**src/rtl/dsc_fifo_pkg.sv**
```systemverilog
// dsc_fifo_pkg: width and latency constants shared by the descriptor FIFO and its read-side streamer.
//   DSC_DATA_WIDTH  - FIFO word / stream data width
//   DSC_RD_LATENCY  - default FIFO read latency in cycles
//   credit_width()  - bits needed to hold a credit count of 0..rd_latency+1
package dsc_fifo_pkg;

    localparam int DSC_DATA_WIDTH = 8;
    localparam int DSC_RD_LATENCY = 1;

    function automatic int credit_width(input int rd_latency);
        return $clog2(rd_latency + 2);
    endfunction

endpackage

```
**src/rtl/stream_obuf.sv**
```systemverilog
// stream_obuf: small circular output buffer; the head entry is presented combinationally.
//   clk, rst_n     - clock, asynchronous active-low reset (clears contents, indices, count)
//   wr_en, wr_data - push one word at the tail
//   pop            - drop the head word (caller guarantees count != 0)
//   head           - oldest stored word
//   count          - number of stored words
module stream_obuf #(
    parameter int DW    = 8,
    parameter int DEPTH = 2,
    parameter int CW    = $clog2(DEPTH + 1)
) (
    input  logic          clk,
    input  logic          rst_n,
    input  logic          wr_en,
    input  logic [DW-1:0] wr_data,
    input  logic          pop,
    output logic [DW-1:0] head,
    output logic [CW-1:0] count
);

    localparam int IW = (DEPTH > 1) ? $clog2(DEPTH) : 1;

    logic [DW-1:0] mem [DEPTH];
    logic [IW-1:0] wr_idx;
    logic [IW-1:0] rd_idx;

    // Indices wrap at DEPTH, which need not be a power of two.
    function automatic logic [IW-1:0] nxt(input logic [IW-1:0] i);
        return (i == IW'(DEPTH - 1)) ? '0 : i + IW'(1);
    endfunction

    assign head = mem[rd_idx];

    always_ff @(posedge clk or negedge rst_n) begin
        if (!rst_n) begin
            mem    <= '{default: '0};
            wr_idx <= '0;
            rd_idx <= '0;
            count  <= '0;
        end else begin
            if (wr_en) begin
                mem[wr_idx] <= wr_data;
                wr_idx      <= nxt(wr_idx);
            end
            if (pop)
                rd_idx <= nxt(rd_idx);
            // Simultaneous write and pop leave the count unchanged.
            count <= count + CW'(wr_en) - CW'(pop);
        end
    end

endmodule

```
**src/rtl/fifo_rd_stream.sv**
```systemverilog
// fifo_rd_stream: pops a fixed-latency FIFO and presents its words as a valid/ready stream.
//   clk, rst_n     - clock, asynchronous active-low reset
//   fifo_empty_i   - upstream FIFO empty flag
//   fifo_data_i    - upstream FIFO read data, valid RD_LATENCY cycles after a pop
//   fifo_rd_en_o   - single-cycle pop strobe
//   m_valid_o, m_data_o, m_ready_i - output stream
//   busy_o         - a pop is in flight or a word is buffered
//   beat_cnt_o     - accepted-beat counter, present only with FIFO_RD_STREAM_STATS_EN defined
module fifo_rd_stream
    import dsc_fifo_pkg::*;
#(
    parameter int DATA_WIDTH = DSC_DATA_WIDTH,
    parameter int RD_LATENCY = DSC_RD_LATENCY
) (
    input  logic                  clk,
    input  logic                  rst_n,
    input  logic                  fifo_empty_i,
    input  logic [DATA_WIDTH-1:0] fifo_data_i,
    output logic                  fifo_rd_en_o,
    output logic                  m_valid_o,
    output logic [DATA_WIDTH-1:0] m_data_o,
    input  logic                  m_ready_i,
    output logic                  busy_o
`ifdef FIFO_RD_STREAM_STATS_EN
    ,
    output logic [31:0]           beat_cnt_o
`endif
);

    localparam int CAP = RD_LATENCY + 1;
    localparam int CW  = credit_width(RD_LATENCY);

    logic                  accept;
    logic                  capture;
    logic [CW-1:0]         credit;
    logic [CW-1:0]         count;
    logic [RD_LATENCY-1:0] inflight;

    assign accept = m_valid_o & m_ready_i;
    // A beat leaving this cycle frees its slot in time for a pop issued this cycle.
    // Gating with rst_n keeps the strobe low for the whole reset pulse.
    assign fifo_rd_en_o = rst_n && !fifo_empty_i && (credit != '0 || accept);
    assign capture      = inflight[RD_LATENCY-1];
    assign m_valid_o    = count != '0;
    assign busy_o       = m_valid_o || (|inflight);

    always_ff @(posedge clk or negedge rst_n) begin
        if (!rst_n) begin
            credit   <= CW'(CAP);
            inflight <= '0;
        end else begin
            credit   <= credit - CW'(fifo_rd_en_o) + CW'(accept);
            inflight <= RD_LATENCY'({inflight, fifo_rd_en_o});
        end
    end

    stream_obuf #(
        .DW    (DATA_WIDTH),
        .DEPTH (CAP),
        .CW    (CW)
    ) u_obuf (
        .clk     (clk),
        .rst_n   (rst_n),
        .wr_en   (capture),
        .wr_data (fifo_data_i),
        .pop     (accept),
        .head    (m_data_o),
        .count   (count)
    );

`ifdef FIFO_RD_STREAM_STATS_EN
    always_ff @(posedge clk or negedge rst_n) begin
        if (!rst_n)
            beat_cnt_o <= '0;
        else if (accept)
            beat_cnt_o <= beat_cnt_o + 32'd1;
    end
`endif

endmodule
```
**config.mk**
```make
export PLATFORM = sky130hd
export DESIGN_NAME = fifo_rd_stream
export DESIGN_NICKNAME = d
export VERILOG_FILES = /design/src/rtl/dsc_fifo_pkg.sv /design/src/rtl/stream_obuf.sv /design/src/rtl/fifo_rd_stream.sv
export SDC_FILE = /design/constraint.sdc
export NUM_CORES = 1
export LEC_CHECK = 0
export BUFFER_PORTS_ARGS = -buffer_cell sky130_fd_sc_hd__buf_4
export CAP_MARGIN = 20
export CORE_MARGIN = 4
export CORE_UTILIZATION = 46
export DETAILED_ROUTE_END_ITERATION = 10
export PLACE_DENSITY = 0.72
export SLEW_MARGIN = 20
export SYNTH_ARGS = -nofsm -noshare
export SYNTH_HDL_FRONTEND = slang
export SYNTH_SLANG_ARGS = --single-unit
export TNS_END_PERCENT = 30
```
**constraint.sdc**
```tcl
create_clock -name clk -period 1.9 [get_ports clk]
set_input_delay 0.095 -clock clk [delete_from_list [all_inputs] [get_ports clk]]
set_output_delay 0.095 -clock clk [all_outputs]
set_load 0.01 [all_outputs]
```
==> impl_metrics.yaml <==
route:
  via_count: 613
  ant_nets: 0
  drc: 0
  dr.pass1.iters: 2
  drt_first_iter_violations: 3
  vias_per_cell: 4.75
  drt_wl_total_mm: 1.78
  wire_per_inst_um: 13.8
pwr:
  p_switching_uw: 678
  p_int_mw: 1.47
  power.density_nw_per_um2: 1620
  vdd_drop_max_mv: 0.868
  p_leak_nw: 0.621
  pwr-share-comb: 0.471
  p_seq_frac: 0.426
  p_sw_frac: 0.316
  p_clk_frac: 0.103
sta:
  worst_clock_skew_ns: 0.00843
  slew_headroom: 0.726
  setup_slack_ns: 0.0558
  rsz0062_at_grt: "yes"
  min_period_ns: 1.84
  hold_viol_final: 0
  max_freq_mhz: 542
  whs_ns: 0.0177
  tightest_slew_ns: 0.412
  setup_viol: 0
  drv_slew: 0
  fin_crit_sh: 0.971
logic_synthesis:
  syn_nets: 86
  ys_ff_latch: 23
  synth_top_family_by_area: "multiplexers"
  synth_cell_types: 15
  synth_area_sq_um: 1030
  yosys_warnings: 0
  avgSynthCellArea_sq_um: 14.8
  yosysSeqAreaShare: 0.557
  synth-compound-area-share: 0.0169
  yosys.area_share.simple: 0.0314
  synth.mux.area_fraction: 0.261
  yosys.area_share.xor_xnor: 0.0508
  synth_cells: 70
  synth_fa_ha_area_frac: 0.0484
worst_hold_path:
  whs_path_depth: 2
  hp-start: "fifo_data_i[0]"
  min_to: "u_obuf.mem[0]"
  hp-class: "input pin to register"
finish:
  regArea_sq_um: 577
  syn_to_final_growth_pct: 27.6
  drive_above_1_share: 0.608
  multi_input_area_sq_um: 433
  fillers: 178
  antenna_cells: 0
  nets: 119
  stdcell_area_sq_um: 1320
  layout_commonest_cell: "buf_4"
  final_cell_mix: "buf_4 (28), mux2_2 (24), dfrtp_1 (22)"
setup_path:
  cpPeakStageDelay_ns: 0.42
  worstSetupPathType: "register to register"
  critical_path.max_fanout: 4
  crit_family: "compound AO/OA/AOI/OAI gates"
  cp_slowest_cell: "dfrtp_1"
  required_ns: 2.14
  reg2reg_slack_ns: 0.06
  end_kind: "register"
  arrival_ns: 2.08
  cp-start-kind: "register"
  path_cells: "o21a_1 > o311a_1 > ha_1 > inv_1 > ha_2 > xnor2_2 > xnor2_1"
  ff2ff_path_depth: 7
  r2r_end: "credit[1]"
  regToRegStartpoint: "u_obuf.count[1]"
  critical_path_buf_inv_count: 1
place:
  dpl-instance-area_sq_um: 1230
  dp_hpwl_mm: 1.28
  place_congestion: 0.677
  portBuffers: 22
  post-place-ws_ns: 0.0816
cts:
  clkLatencyLatePin_ns: 0.30
  cts_sinks: 23
  cts_tree: "done"
  clk_pin_slew_ns: 0.13
  root_buffer: "clkbuf_4"
  cts-htree-levels: 1
  cts.path.max_buffers: 2
  cts_inserted_buffers: 3
grt:
  grt_usage: 0.127
  grt_pass1_vias: 687
  grt_max_degree: 24
  grt_overflow: 0
  grt_pass1_wl_mm: 3.04
  antenna_found_initial: 0
floorplanning:
  fp.dieW_um: 55.4
  die-area_sq_um: 3070
  rows: 16
  pin_count: 23
  start_util: 0.507
  die_h_um: 55.4
  coreArea_sq_um: 2040
outcome:
  status: "finished clean"
job:
  max-cap-violations: 0
==> flip-flops by register name, indices dropped and copies added (netlist names) <==
name / count
u_obuf.mem: 16
credit: 2
u_obuf.count: 2
capture: 1
u_obuf.rd_idx: 1
u_obuf.wr_idx: 1
==> per-layer routing <==
metal  up-vias  track usage  part of all wire
met4         0       0.0625            0.0056
met3         2       0.0303             0.044
met2        13        0.213              0.53
li1        301            -                 -
met5         -            0                 0
met1       297        0.150              0.42
==> timing repair <==
action	in CTS	in global routing
buffers inserted	0	4
hold endpoints to repair	22	1
resized for setup	0	2
hold buffers	1	1
setup endpoints to repair	0	1
==> cell families (layout without fill, tap and decap cells) <==
group,after synthesis,in the layout
flops,23,23
mux,24,24
buf+inv,7,39
xor+xnor,6,6
fa+ha+maj,4,4
simple gates,4,4
compound gates,2,2
==> power groups by stage <==
stage / Combinational [mW] / Sequential [mW] / Clock, mW
after floorplan: 0.659 / 0.854 / 0
after global placement: 0.929 / 0.917 / 0
after detailed placement: 0.957 / 0.934 / 0
after CTS: 0.959 / 0.926 / 0.236
after global routing: 1.11 / 0.959 / 0.251
final: 1.01 / 0.914 / 0.220
==> cell usage after synthesis (all sizes together) <==
master | number | area share
xnor2 | 4 | 0.034
o311a | 1 | 0.0097
dfstp | 1 | 0.025
nand2 | 1 | 0.0060
or3 | 1 | 0.0060
or2 | 1 | 0.0060
ha | 4 | 0.048
xor2 | 2 | 0.017
o21a | 1 | 0.0073
mux2 | 24 | 0.26
nor2b | 1 | 0.013
buf | 2 | 0.016
inv | 5 | 0.018
dfrtp | 22 | 0.53
==> through the flow <==
| stage | power [mW] | utilization | setup TNS [ns] | instances |
|---|---|---|---|---|
| 2_1_floorplan | 1.51 | - | 0 | 70 |
| 3_3_place_gp | 1.85 | 0.604 | 0 | 119 |
| 3_5_place_dp | 1.89 | 0.604 | 0 | 119 |
| 4_1_cts | 2.12 | 0.622 | 0 | 124 |
| 5_1_grt | 2.32 | 0.646 | -0.0339 | 129 |
| 6_report | 2.14 | 0.646 | 0 | 129 |
==> worst max-delay path by stage <==
| stage | startpoint | to | slack [ns] | cells past startpoint |
|---|---|---|---|---|
| after floorplan | u_obuf.count[0] | credit[1] | 0.09 | 7 |
| after global placement | u_obuf.count[1] | credit[1] | 0.15 | 7 |
| after detailed placement | u_obuf.count[0] | credit[1] | 0.08 | 7 |
| after CTS | u_obuf.count[0] | credit[1] | 0.06 | 7 |
| after global routing | u_obuf.count[1] | credit[1] | -0.03 | 7 |
| final | u_obuf.count[1] | credit[1] | 0.06 | 7 |
==> area by class of cell <==
cell class	count	area share
multi-input cells	40	0.328
well taps	27	0.0256
repair buffers	30	0.174
clock buffers	3	0.0171
clock inverters	1	0.00379
inverters	5	0.0142
flip-flops and latches	23	0.437
No activity file was read; power rests on OpenSTA's default activity.
